--- config.mk ---
export PLATFORM = sky130hd
export DESIGN_NAME = alarm_ctrl
export DESIGN_NICKNAME = d
export VERILOG_FILES = /design/src/rtl/alarm_ctrl.sv
export SDC_FILE = /design/constraint.sdc
export NUM_CORES = 1
export LEC_CHECK = 0
export ABC_AREA = 1
export CAP_MARGIN = 0
export CORE_ASPECT_RATIO = 0.8
export CORE_MARGIN = 4
export CORE_UTILIZATION = 63
export CTS_CLUSTER_DIAMETER = 120
export DETAILED_ROUTE_END_ITERATION = 7
export DONT_BUFFER_PORTS = 1
export HOLD_SLACK_MARGIN = 0.06
export PLACE_DENSITY = 0.8
export SLEW_MARGIN = 20
export SYNTH_ARGS = -nofsm -noshare
export SYNTH_HDL_FRONTEND = slang
export SYNTH_SLANG_ARGS = --single-unit
--- constraint.sdc ---
create_clock -name clk -period 2.1 [get_ports clk]
set_clock_uncertainty 0.05 [all_clocks]
set_input_delay 0.21 -clock clk [delete_from_list [all_inputs] [get_ports clk]]
set_output_delay 0.21 -clock clk [all_outputs]
set_load 0.05 [all_outputs]
--- src/rtl/alarm_ctrl.sv ---
// Alarm controller: settable alarm time, wake detection and ringing FSM with stop/auto-silence.
// Optional snooze support is compiled in when ALARM_SNOOZE_EN is defined.
module alarm_ctrl #(
  parameter int unsigned RST_HOUR     = 7,
  parameter int unsigned RST_MIN      = 0,
  parameter int unsigned RING_MAX_SEC = 60,
  parameter int unsigned SNOOZE_MIN   = 5
) (
  input  logic       clk,
  input  logic       rst,
  input  logic       tick,
  input  logic [5:0] sec_count,
  input  logic [5:0] min_count,
  input  logic [4:0] hour_count,
  input  logic       arm,
  input  logic       set_en,
  input  logic       inc_min,
  input  logic       inc_hour,
  input  logic       stop_btn,
  input  logic       snooze_btn,
  output logic [5:0] alarm_min,
  output logic [4:0] alarm_hour,
  output logic       ringing,
  output logic       beep,
  output logic       snooze_active
);

  typedef enum logic [1:0] {StIdle, StArmed, StRinging, StSnooze} state_e;

  localparam logic [11:0] RingMax = 12'(RING_MAX_SEC);

  state_e      state_q, state_d;
  logic [5:0]  alarm_min_q, alarm_min_d;
  logic [4:0]  alarm_hour_q, alarm_hour_d;
  logic [11:0] ring_cnt_q, ring_cnt_d;
  logic        phase_q, phase_d;
  logic        match, match_q, match_rise;

  function automatic logic [11:0] sat_inc(input logic [11:0] v);
    return (v == 12'hfff) ? v : v + 12'd1;
  endfunction

`ifdef ALARM_SNOOZE_EN
  localparam logic [11:0] SnoozeMax = 12'(SNOOZE_MIN * 60);
  logic [11:0] snz_cnt_q, snz_cnt_d;
`else
  logic snooze_unused;
  assign snooze_unused = snooze_btn | (SNOOZE_MIN == 0);
`endif

  // Editing suppresses the match so the display can pass through the current time harmlessly.
  assign match = (hour_count == alarm_hour_q) && (min_count == alarm_min_q) &&
                 (sec_count == 6'd0) && !set_en;
  assign match_rise = match && !match_q;

  always_comb begin
    alarm_min_d  = alarm_min_q;
    alarm_hour_d = alarm_hour_q;
    if (set_en && inc_min) begin
      alarm_min_d = (alarm_min_q == 6'd59) ? 6'd0 : alarm_min_q + 6'd1;
    end
    if (set_en && inc_hour) begin
      alarm_hour_d = (alarm_hour_q == 5'd23) ? 5'd0 : alarm_hour_q + 5'd1;
    end
  end

  always_comb begin
    state_d    = state_q;
    ring_cnt_d = ring_cnt_q;
    phase_d    = phase_q;
`ifdef ALARM_SNOOZE_EN
    snz_cnt_d  = snz_cnt_q;
`endif
    case (state_q)
      StIdle: begin
        if (arm) state_d = StArmed;
      end
      StArmed: begin
        if (!arm) begin
          state_d = StIdle;
        end else if (match_rise) begin
          state_d    = StRinging;
          ring_cnt_d = 12'd0;
          phase_d    = 1'b0;
        end
      end
      StRinging: begin
        if (tick) begin
          ring_cnt_d = sat_inc(ring_cnt_q);
          phase_d    = ~phase_q;
        end
        if (!arm) begin
          state_d = StIdle;
        end else if (stop_btn) begin
          state_d = StArmed;
`ifdef ALARM_SNOOZE_EN
        end else if (snooze_btn) begin
          state_d   = StSnooze;
          snz_cnt_d = 12'd0;
`endif
        end else if (tick && (sat_inc(ring_cnt_q) == RingMax)) begin
          state_d = StArmed;
        end
      end
`ifdef ALARM_SNOOZE_EN
      StSnooze: begin
        if (tick) snz_cnt_d = sat_inc(snz_cnt_q);
        if (!arm) begin
          state_d = StIdle;
        end else if (stop_btn) begin
          state_d = StArmed;
        end else if (tick && (sat_inc(snz_cnt_q) == SnoozeMax)) begin
          state_d    = StRinging;
          ring_cnt_d = 12'd0;
          phase_d    = 1'b0;
        end
      end
`endif
      default: state_d = StIdle;
    endcase
  end

  always_ff @(posedge clk) begin
    if (rst) begin
      state_q      <= StIdle;
      alarm_min_q  <= 6'(RST_MIN);
      alarm_hour_q <= 5'(RST_HOUR);
      ring_cnt_q   <= 12'd0;
      phase_q      <= 1'b0;
      match_q      <= 1'b0;
    end else begin
      state_q      <= state_d;
      alarm_min_q  <= alarm_min_d;
      alarm_hour_q <= alarm_hour_d;
      ring_cnt_q   <= ring_cnt_d;
      phase_q      <= phase_d;
      match_q      <= match;
    end
  end

`ifdef ALARM_SNOOZE_EN
  always_ff @(posedge clk) begin
    if (rst) begin
      snz_cnt_q <= 12'd0;
    end else begin
      snz_cnt_q <= snz_cnt_d;
    end
  end

  assign snooze_active = (state_q == StSnooze);
`else
  assign snooze_active = 1'b0;
`endif

  assign alarm_min  = alarm_min_q;
  assign alarm_hour = alarm_hour_q;
  assign ringing    = (state_q == StRinging);
  assign beep       = ringing & phase_q;

endmodule

After elaboration in Yosys (flattened, before gate mapping) --
Cells that the tools add are included.
Storage, ports and cells: bits in registers 27, input bits 26, latch bits 0, output and inout bits 14, word-level logic and storage cells 57, memory bits (read-only) 0, memory bits (writable) 0, memories kept 0
Cells by class: eq/ne operators 14, div/mod/pow operators 0, $add $sub $neg 3, order comparisons 0, shift-type cells 0, multipliers 0, mux-type cells 18, bitwise gates (word level) 2, reductions and logical operators 14
Operators by type and width (count):
- two-way mux 12 bit | 4
- one-hot mux 12 bit (2 select lines) | 1
- adder 12 x 1 -> 12 bit, second input constant | 1
- == test 12 bit, second input constant | 1
- == test 12 x 6 -> 1 bit, second input constant | 1
- two-way mux 2 bit | 6
- != test 2 bit, second input constant | 4
- logical AND 1 bit | 7
- adder 6 x 1 -> 6 bit, second input constant | 1
- == test 6 bit | 1
- == test 6 bit, second input constant | 1
- logical NOT 6 bit | 1
- two-way mux 6 bit | 1
- one-hot mux 2 bit (3 select lines) | 1
- adder 5 x 1 -> 5 bit, second input constant | 1
- == test 5 bit | 1
- == test 5 bit, second input constant | 1
- two-way mux 5 bit | 1
- != test 4 x 3 -> 1 bit, second input constant | 1
- AND reduction 4 bit | 1
- two-way mux 1 bit | 3
- != test 3 bit, second input constant | 1
- AND reduction 3 bit | 1
- == test 2 x 1 -> 1 bit, second input constant | 1
- other kinds (7) | 8

Depth between registers and ports, before layout --
Gate-level depths: netlist of the first run.
depth after elaboration 8, mapped depth 14, mapped depth without buffers 14

Worst setup path before layout of the first run --
OpenSTA, ideal clock, no wires.
path type register -> output, start point register state_q[1], end point output beep, required time 1840 ps, cell stages (with the launch flop) 5, arrival time 1823 ps, path buffers 0, slack 17 ps, path through dfxtp_1 > inv_1 > nor2_2 > inv_1 > nor2_1
Between the ends: longest elaborated chain between the ends 2
RTL lines:
- from (decl) | line 32 | state_e state_q, state_d;
- from (signal assigned) | line 125 | state_q <= StIdle;
- from (signal assigned) | line 132 | state_q <= state_d;
- == test 2 bit | line 157 | assign ringing = (state_q == StRinging);
- net ringing | line 23 | output logic ringing,
- bitwise AND 1 bit | line 158 | assign beep = ringing & phase_q;
- to (decl) | line 24 | output logic beep,
The timed path passes the listed nets, and every way through them passes these cells.

Final worst setup path of the first run --
start point register ring_cnt_q[1], end point register state_q[0]
Between the ends: longest elaborated chain between the ends 6, elaborated cells on any way between the ends 7, those cells by class add/sub (1); eq/ne (3); mux (1); reduce/logical (2)
RTL lines:
- from (decl) | line 35 | logic [11:0] ring_cnt_q, ring_cnt_d;
- from (signal assigned) | line 135 | ring_cnt_q <= ring_cnt_d;
- adder 12 x 1 -> 12 bit or == test 12 bit (tied branches) | line 40 | return (v == 12'hfff) ? v : v + 12'd1;
- two-way mux 12 bit (*) | line 40
- == test 12 x 6 -> 1 bit (*) | line 101 | end else if (tick && (sat_inc(ring_cnt_q) == RingMax)) begin
- logical AND 1 bit (*) | line 101
- != test 4 x 3 -> 1 bit (no line) (*)
- AND reduction 3 bit (no line) (*)
Mark *: on every way between the ends. The rest lies on a longest branch, timed or not. A chain may end at the register's enable or synchronous reset.

==> impl_metrics.csv, run 1 <==
group,metric,value,unit
power,seq_power_share,53.0,%
sta,min_period_over_period,88.9,%
sta,hold_viol,0,
critical_path,reg2reg_to,"state_q[0]",
detailed_routing,post-route-drc-count,0,
clock_tree,cts_tree,"built",
final_layout,final_cell_mix,"74 x nand2_1, 39 x nor2_1, 36 x inv_1",
logic_synthesis,ys_types,31,
clock_tree,cts_buffer_depth,2,
power,internal-power,723,uW
critical_path,rrSetupSlack,0.23,ns
critical_path,crit_chain,"ha_2 > nand2_4 > nor2_4 > nand3_4 > nand2_1 > inv_1 > nor2_1 > nand2_1 > nor2_1 > nand2_1 > nand2_1 > nand2_1 > nor2_2",
clock_tree,clkLatencyLatePin,0.28,ns
final_layout,fin_nets,342,
power,p_sw,299,uW
grt,grt_pass1_vias,1619,
logic_synthesis,synthTopCellsByArea,"dfxtp_1 28%, nand2_1 15%, nor2_1 7.7%",
final_layout,antenna_cells,0,
power,pwr-share-comb,16.8,%
detailed_routing,route.met3.wl,399,um
critical_path,cp-endpoint,"state_q[0]",
clock_tree,clk_pin_slew_worst_paths,0.10,ns
detailed_routing,firstDrtPassIters,4,
grt,grt_start_max_net_pins,22,
sta,fin_crit,1.87,ns
die,start_util,67.0,%
sta,tightest_slew,0.634,ns
final_layout,fillers,240,
power,clkPwrFrac,30.1,%
logic_synthesis,netlist_area,1900,um^2
critical_path,crit_path_start,"ring_cnt_q[1]",
critical_path,crit_path_frequent_cell,"nand2_1",
critical_path,start_kind,"register",
die,dieArea,3960,um^2
die,rows,17,
detailed_routing,wl_met1,2.04,mm
die,die_w,69.3,um
final_layout,final_common_cell,"nand2_1",
final_layout,finalNonFillerCells,350,
logic_synthesis,yosysTopAreaCell,"dfxtp_1",
job,maxCapViolCount,0,
power,swShare,29.3,%
detailed_routing,num_vias,1872,
logic_synthesis,yosysWarnings,0,
detailed_routing,antenna_left,0,
critical_path,crit_type,"reg2reg",
critical_path,r2r-start,"ring_cnt_q[1]",
sta,rsz0062_at_grt,"false",
logic_synthesis,synth_cells,297,
grt,gr-total-overflow,0,
grt,antenna_found_initial,0,
critical_path,arrival,2.04,ns
critical_path,reg2reg_depth,13,
critical_path,max_stage_delay,0.39,ns
logic_synthesis,yosysTopAreaCellShare,28.5,%
detailed_routing,routed_via_density,5.35,
detailed_routing,routedWlPerCell,12.5,um
clock_tree,cts_max_level,1,
sta,maxSlewHeadroom,57.7,%
die,die_y,57.1,um
logic_synthesis,syn_nets,326,
worst_hold_path,hp-class,"in2reg",
sta,fmax,0.536,GHz
grt,grt_first_pass_wirelength,7.48,mm
final_layout,syn_to_final_growth,10.9,%
clock_tree,post_cts_buffers,0,
sta,finalSetupViolations,0,
critical_path,crit_fanout,6,
clock_tree,numCtsBuffers,3,
final_layout,layout-drive-gt1-share,14.4,%
power,power_density,486,nW/um^2
clock_tree,cts_root_buffer,"clkbuf_8",
run_status,status,"complete, no violations",
placed_design,dp_hpwl,3.27,mm
critical_path,worst-endpoint-required,2.27,ns
logic_synthesis,ys_seq_area_share,28.5,%
logic_synthesis,ys_ff_latch,27,
placed_design,port_buffers,0,
power,ir_drop,0.498,mV
detailed_routing,topRoutingLayerUsed,"met4",
placed_design,routabilityCongestion,0.866,
critical_path,end_kind,"register",
sta,tns,0,ns
placed_design,placedCellCount,343,
detailed_routing,totalWireLength,4.36,mm
critical_path,crit_path_top_delay_cell,"dfxtp_2",
power,power_leakage,0.940,nW
clock_tree,clock-sinks,27,
die,core,2830,um^2
sta,drv_slew,0,
detailed_routing,route.met2.wl,1.88,mm
die,ios,40,
grt,gr-usage-all-layers,22.7,%
logic_synthesis,syn_avg_cell_area,6.39,um^2
detailed_routing,drtIter0Drc,185,
## worst min-delay path by stage
| stage | startpoint | end | slack, ns | cells past startpoint |
|---|---|---|---|---|
| after floorplan | set_en | alarm_min[1] | 0.32 | 2 |
| after global placement | rst | state_q[0] | 0.23 | 1 |
| after detailed placement | rst | state_q[0] | 0.23 | 1 |
| after CTS | arm | state_q[1] | 0.06 | 2 |
| after global routing | arm | state_q[1] | 0.08 | 2 |
| final | arm | state_q[1] | 0.07 | 2 |
## per-stage QoR
step	setup slack (ns)	hold slack, ns	power, mW	utilization [%]	area [um^2]
final	0.233	0.0682	1.02	74.4	2100
after global routing	0.0526	0.0782	1.07	74.4	2100
after CTS	0.120	0.0628	1.03	74.0	2090
after detailed placement	0.218	0.230	0.716	71.3	2020
after global placement	0.257	0.229	0.714	71.3	2020
after floorplan	0.0166	0.316	0.686	-	1900
## Yosys cell counts
library cell and instances:
dfxtp_1 27, o21bai_1 1, o21ai_2 1, buf_2 3
inv_1 36, nand3b_1 4, nor2_1 39, buf_6 1
a21oi_1 12, o21ai_0 9, xnor2_1 7, a22oi_1 5
xor2_1 5, o211a_1 1, nand3_2 1, ha_1 3
nand2_2 3, nand3_4 1, buf_4 1, nor3_1 4
nand2_1 74, nand2_4 1, nor2_2 6, nand3_1 29
or2_2 4, conb_1 1, nand4_1 8, clkbuf_1 2
a2bb2oi_1 3, nor2_4 4, inv_2 1
## repair_timing
item | CTS | global route
hold endpoints to repair | 10 | 0
gates resized for setup | 0 | 4
hold buffers | 3 | 0
setup endpoints to repair | 0 | 2
## cell type report
class,count,area (um^2),area share (%)
clock inverter,1,7.51,0.357
timing repair buffer,18,143,6.78
inverter,37,139,6.60
tap,38,47.5,2.26
clock buffer,3,41.3,1.96
multi-input combinational,226,1180,56.2
sequential,27,543,25.8
## flip-flops by register name, summed over array words and instances, names as in the netlist
register	cells
ring_cnt_q	12
alarm_min	6
alarm_hour	5
state_q	2
match_q	1
phase_q	1
## critical path, delay by kind of cell, from the launching register on
kind	cells	cell delay, ns
buffers and inverters	1	0.04
adders and majority gates	1	0.25
and+or+nand+nor	11	1.10
DFF	1	0.39
## kinds of logic after synthesis
kind of cell             after synthesis  synth area share (%)
AND/OR/NAND/NOR                      178                  44.0
buffers and inverters                 44                  9.50
AO/OA/AOI/OAI                         32                  10.3
flip-flops                            27                  28.5
XOR/XNOR                              12                  5.54
adder cells (fa/ha/maj)                3                  1.98
other                                  1                 0.198
## routing by layer
layer	vias up	GRT usage, %
met5	-	0
li1	986	-
met4	0	3.06
met3	6	5.63
met1	813	33.6
met2	67	34.4
## power by group through the flow
| stage | registers (mW) | clock network [mW] | logic, mW |
|---|---|---|---|
| 2_1_floorplan | 0.593 | 0 | 0.0936 |
| 3_3_place_gp | 0.553 | 0 | 0.160 |
| 3_5_place_dp | 0.554 | 0 | 0.163 |
| 4_1_cts | 0.542 | 0.314 | 0.171 |
| 5_1_grt | 0.545 | 0.336 | 0.191 |
| 6_report | 0.542 | 0.308 | 0.172 |
(Power assumes the default switching activity.)
==> run 2: changes to the inputs <==
--- a/config.mk
+++ b/config.mk
@@ -9,13 +9,15 @@
 export CAP_MARGIN = 0
 export CORE_ASPECT_RATIO = 0.8
 export CORE_MARGIN = 4
-export CORE_UTILIZATION = 63
+export CORE_UTILIZATION = 67
 export CTS_CLUSTER_DIAMETER = 120
 export DETAILED_ROUTE_END_ITERATION = 7
 export DONT_BUFFER_PORTS = 1
+export GPL_TIMING_DRIVEN = 0
 export HOLD_SLACK_MARGIN = 0.06
-export PLACE_DENSITY = 0.8
+export PLACE_DENSITY = 0.84
 export SLEW_MARGIN = 20
 export SYNTH_ARGS = -nofsm -noshare
 export SYNTH_HDL_FRONTEND = slang
 export SYNTH_SLANG_ARGS = --single-unit
+export TNS_END_PERCENT = 10
==> constraint.sdc (replaced) <==
create_clock -name clk -period 2.4 [get_ports clk]
set_clock_uncertainty 0.05 [all_clocks]
set_input_delay 0.24 -clock clk [delete_from_list [all_inputs] [get_ports clk]]
set_output_delay 0.24 -clock clk [all_outputs]
set_load 0.05 [all_outputs]
==> run 2 against run 1 <==
- utilization increased by 4.0 points
- critical path depth decreased by 9
- register-to-register slack about the same
- critical path type is now reg2out
- largest power group unchanged
==> impl_metrics.csv, run 2 (synthesis results as in run 1) <==
group,metric,value,unit
worst_hold_path,hp-class,"in2reg",
worst_hold_path,min_path_cells,4,
die,rows,16,
critical_path,end_kind,"output pin",
sta,rsz0062_at_grt,"false",
job,maxCapViolCount,0,
placed_design,dp_hpwl,3.37,mm
die,dieArea,3750,um^2
final_layout,fin_nets,336,
placed_design,routabilityCongestion,0.932,
grt,gr-total-overflow,0,
placed_design,dpl_cell_area,1940,um^2
die,ios,40,
placed_design,port_buffers,0,
power,report.power.total,813,uW
critical_path,rrSetupSlack,0.24,ns
sta,fmax,0.456,GHz
sta,finalSetupViolations,0,
sta,min_period_over_period,91.3,%
clock_tree,cts_max_level,1,
final_layout,final_cell_mix,"74 x nand2_1, 38 x nor2_1, 36 x inv_1",
final_layout,syn_to_final_growth,6.79,%
detailed_routing,drtIter0Drc,154,
critical_path,r2r-start,"alarm_hour[2]",
clock_tree,clock-sinks,27,
power,clkPwrFrac,23.6,%
critical_path,start_kind,"register",
critical_path,crit_type,"reg2out",
power,swShare,29.3,%
power,power_leakage,0.889,nW
final_layout,final_common_cell,"nand2_1",
detailed_routing,num_vias,1890,
die,die_w,67.5,um
final_layout,multiInputGateArea,1180,um^2
sta,hold_viol,0,
final_layout,final_util,78.4,%
power,pwr-share-comb,13.2,%
clock_tree,clk_pin_slew_worst_paths,0.14,ns
power,ir_drop,0.372,mV
sta,fin_crit,2.19,ns
critical_path,crit_path_start,"state_q[1]",
critical_path,reg2reg_to,"ring_cnt_q[9]",
power,seq_power_share,63.2,%
final_layout,largest_reg_flops,12,
grt,grt_first_pass_wirelength,7.50,mm
clock_tree,cts_tree,"built",
critical_path,cp-endpoint,"beep",
placed_design,post-place-ws,0.0307,ns
sta,drv_slew,0,
detailed_routing,routedWlPerCell,13.1,um
die,core,2580,um^2
clock_tree,post_cts_buffers,0,
final_layout,antenna_cells,0,
detailed_routing,routed_via_density,5.53,
critical_path,worst-endpoint-required,2.11,ns
final_layout,fillers,217,
clock_tree,cts_buffer_depth,2,
power,power_density,401,nW/um^2
final_layout,regMostFlops,"ring_cnt_q",
power,p_sw,238,uW
sta,fin_ws,0.208,ns
sta,maxSlewHeadroom,54.9,%
clock_tree,clkLatencyLatePin,0.32,ns
grt,grt_pass1_vias,1633,
placed_design,placedCellCount,333,
grt,grt_start_max_net_pins,15,
critical_path,arrival,1.90,ns
clock_tree,numCtsBuffers,3,
final_layout,postLayoutCellArea,2030,um^2
final_layout,seqCellArea,541,um^2
power,internal-power,574,uW
sta,tightest_slew,0.676,ns
die,die_y,55.6,um
sta,fin_hold_ws,0.108,ns
grt,gr-usage-all-layers,25.2,%
sta,tns,0,ns
final_layout,layout-drive-gt1-share,10.1,%
final_layout,finalNonFillerCells,342,
detailed_routing,antenna_left,0,
grt,antenna_found_initial,0,
critical_path,reg2reg_depth,9,
detailed_routing,firstDrtPassIters,5,
die,start_util,73.4,%
run_status,status,"complete, no violations",
clock_tree,cts_root_buffer,"clkbuf_4",
detailed_routing,totalWireLength,4.47,mm
detailed_routing,post-route-drc-count,0,
critical_path,crit_fanout,8,
-- run 2: cell count changes in the layout (fill, tap and decap cells not counted), sizes merged --
cell,delta
buf,-10
clkbuf,+3
dlygate4sd3,+2
clkinvlp,-1
-- run 2: power by group through the flow --
stage	Combinational [mW]	Sequential (mW)	Clock, mW
after floorplan	0.0819	0.518	0
after global placement	0.0940	0.523	0
after detailed placement	0.0967	0.523	0
after CTS	0.105	0.513	0.200
after global routing	0.122	0.517	0.219
final	0.107	0.514	0.192
-- run 2: what timing repair did --
item,in CTS,in global routing
setup endpoints to repair,1,0
gates resized for setup,2,0
endpoints found under the hold margin,7,0
hold buffers,5,0
-- run 2: how the worst min path moves through the flow --
| stage | to | slack [ns] | from |
|---|---|---|---|
| final | ring_cnt_q[8] | 0.11 | tick |
| after CTS | ring_cnt_q[8] | 0.1 | tick |
| after global routing | ring_cnt_q[8] | 0.13 | tick |
| after global placement | alarm_min[1] | 0.35 | set_en |
| after floorplan | alarm_min[1] | 0.35 | set_en |
| after detailed placement | alarm_min[1] | 0.36 | set_en |
-- run 2: routing by layer --
metal / vias up / track usage, % / part of all wire [%]
li1: 970 / - / -
met1: 842 / 37.3 / 47
met2: 70 / 37.3 / 44
met3: 8 / 5.86 / 7.6
met4: 0 / 4.05 / 1.2
met5: - / 0 / 0
-- run 2: critical path, cell delays in order, from the launching register on --
cell     delay, ns
dfxtp_1       0.33
inv_1         0.07
nor2_4        0.38
inv_1         0.28
nor2_2        0.51
-- run 2: final cells by class --
cell class	instances	share of cell area [%]
multi-input cells	226	58.4
flip-flops and latches	27	26.7
inverters	37	6.86
repair buffers	5	2.47
well taps	36	2.22
plain buffers	7	2.04
clock buffers	4	1.30
==> run 3: changes to the inputs <==
--- a/config.mk
+++ b/config.mk
@@ -9,13 +9,14 @@
 export CAP_MARGIN = 0
 export CORE_ASPECT_RATIO = 0.8
 export CORE_MARGIN = 4
-export CORE_UTILIZATION = 67
+export CORE_UTILIZATION = 57
 export CTS_CLUSTER_DIAMETER = 120
 export DETAILED_ROUTE_END_ITERATION = 7
 export DONT_BUFFER_PORTS = 1
 export GPL_TIMING_DRIVEN = 0
 export HOLD_SLACK_MARGIN = 0.06
-export PLACE_DENSITY = 0.84
+export MAX_ROUTING_LAYER = met4
+export PLACE_DENSITY = 0.76
 export SLEW_MARGIN = 20
 export SYNTH_ARGS = -nofsm -noshare
 export SYNTH_HDL_FRONTEND = slang
==> constraint.sdc (replaced) <==
create_clock -name clk -period 1.8 [get_ports clk]
set_clock_uncertainty 0.05 [all_clocks]
set_input_delay 0.18 -clock clk [delete_from_list [all_inputs] [get_ports clk]]
set_output_delay 0.18 -clock clk [all_outputs]
set_load 0.05 [all_outputs]
==> run 3 against run 2 <==
- wire length grew 0.22%
- global-route usage shrank 2.6 points
- cell count grew 0.58%
- critical path type is now reg2reg
- largest power group unchanged
==> impl_metrics.csv, run 3 (synthesis results as in run 1) <==
group,metric,value,unit
run_status,status,"complete, no violations",
sta,rsz0062_at_grt,"true",
die,dieArea,4320,um^2
detailed_routing,firstDrtPassIters,4,
sta,min_period_over_period,98.9,%
critical_path,worst-endpoint-required,1.91,ns
critical_path,cpLargestDelayFamily,"simple AND/OR/NAND/NOR gates",
critical_path,crit_path_frequent_cell,"inv_1",
critical_path,end_kind,"register",
clock_tree,cts_buffer_depth,2,
die,ios,40,
final_layout,final_cell_mix,"73 x nand2_1, 35 x inv_1, 35 x nor2_1",
sta,fin_crit,1.78,ns
power,power_density,545,nW/um^2
sta,finalSetupViolations,0,
detailed_routing,drtIter0Drc,105,
critical_path,crit_fanout,10,
clock_tree,post_cts_buffers,0,
clock_tree,numCtsBuffers,3,
grt,antenna_found_initial,0,
grt,grt_first_pass_wirelength,7.60,mm
critical_path,crit_path_top_delay_cell,"nor2_4",
final_layout,layout-drive-gt1-share,18.8,%
sta,tns,0,ns
critical_path,crit_type,"reg2reg",
grt,gr-total-overflow,0,
final_layout,antenna_cells,0,
placed_design,post-place-ws,-0.193,ns
power,ir_drop,0.605,mV
critical_path,arrival,1.89,ns
detailed_routing,num_vias,1838,
final_layout,syn_to_final_growth,11.2,%
grt,gr-usage-all-layers,22.6,%
sta,drv_slew,0,
final_layout,regMostFlops,"ring_cnt_q",
detailed_routing,routed_via_density,5.34,
clock_tree,cts_max_level,1,
sta,fin_ws,0.0205,ns
clock_tree,clock-sinks,27,
placed_design,routabilityCongestion,0.920,
job,maxCapViolCount,0,
clock_tree,cts_tree,"built",
die,die_y,59.6,um
sta,tightest_slew,0.506,ns
critical_path,start_kind,"register",
grt,grt_start_max_net_pins,15,
worst_hold_path,hp-class,"in2reg",
placed_design,dp_hpwl,3.40,mm
placed_design,port_buffers,0,
power,power_leakage,0.899,nW
clock_tree,cts_root_buffer,"clkbuf_8",
sta,maxSlewHeadroom,66.2,%
critical_path,crit_chain,"inv_1 > nor2_4 > inv_4 > nor2_2 > inv_1 > clkbuf_2 > a22oi_1 > nor2_1",
final_layout,fin_nets,334,
clock_tree,clkLatencyLatePin,0.27,ns
die,start_util,60.6,%
die,core,3130,um^2
die,die_w,72.5,um
grt,grt_pass1_vias,1701,
final_layout,final_common_cell,"nand2_1",
clock_tree,clk_pin_slew_worst_paths,0.08,ns
critical_path,max_stage_delay,0.43,ns
detailed_routing,routedWlPerCell,13.0,um
final_layout,largest_reg_flops,12,
sta,fmax,0.562,GHz
detailed_routing,post-route-drc-count,0,
sta,hold_viol,0,
die,rows,18,
critical_path,cp_num_buf_inv,4,
detailed_routing,antenna_left,0,
detailed_routing,totalWireLength,4.48,mm
run 3: what timing repair did:
action,in CTS,in global routing
pin swaps,1,0
endpoints found under the hold margin,2,0
gates cloned,0,0
endpoints found under the setup margin,15,15
hold buffers,3,0
gates resized for setup,21,16
run 3: worst paths after layout:
check             startpoint       endpoint  slack (ns)  cells past startpoint
setup / recovery  state_q[1]  ring_cnt_q[5]        0.02                      8
hold / removal           arm     state_q[1]        0.07                      2
setup reg to reg  state_q[1]  ring_cnt_q[5]        0.02                      8
hold reg to reg      phase_q        phase_q        0.41                      1
run 3: metal layers:
metal | track usage (%) | wire, um | share of wire (%) | vias up
met5 | - | 0 | 0 | -
met4 | 3.68 | 26 | 0.58 | 0
met3 | 5.76 | 376 | 8.4 | 4
met2 | 34.5 | 1900 | 42 | 63
met1 | 30.9 | 2180 | 49 | 803
li1 | - | - | - | 968
run 3: through the flow:
| stage | power [mW] | utilization (%) | cell area, um^2 | hold WS (ns) | instances |
|---|---|---|---|---|---|
| 2_1_floorplan | 0.803 | - | 1910 | 0.286 | 297 |
| 3_3_place_gp | 0.827 | 62.6 | 1960 | 0.296 | 337 |
| 3_5_place_dp | 0.828 | 62.6 | 1960 | 0.302 | 337 |
| 4_1_cts | 1.16 | 66.5 | 2080 | 0.0618 | 344 |
| 5_1_grt | 1.21 | 67.4 | 2110 | 0.0630 | 344 |
| 6_report | 1.15 | 67.4 | 2110 | 0.0682 | 344 |
run 3: report_power, final:
| group | switching [mW] | total, mW | internal (mW) |
|---|---|---|---|
| logic | 0.0815 | 0.142 | 0.0607 |
| clock network | 0.170 | 0.328 | 0.158 |
| registers | 0.0687 | 0.679 | 0.610 |
run 3: cell type report:
| class | instances | area [um^2] |
|---|---|---|
| buffer | 7 | 47.5 |
| inverter | 37 | 141 |
| sequential | 27 | 581 |
| timing repair buffer | 3 | 30.0 |
| tap | 40 | 50.0 |
| multi-input combinational | 226 | 1210 |
| fill | 287 | 1020 |
| clock buffer | 4 | 45.0 |
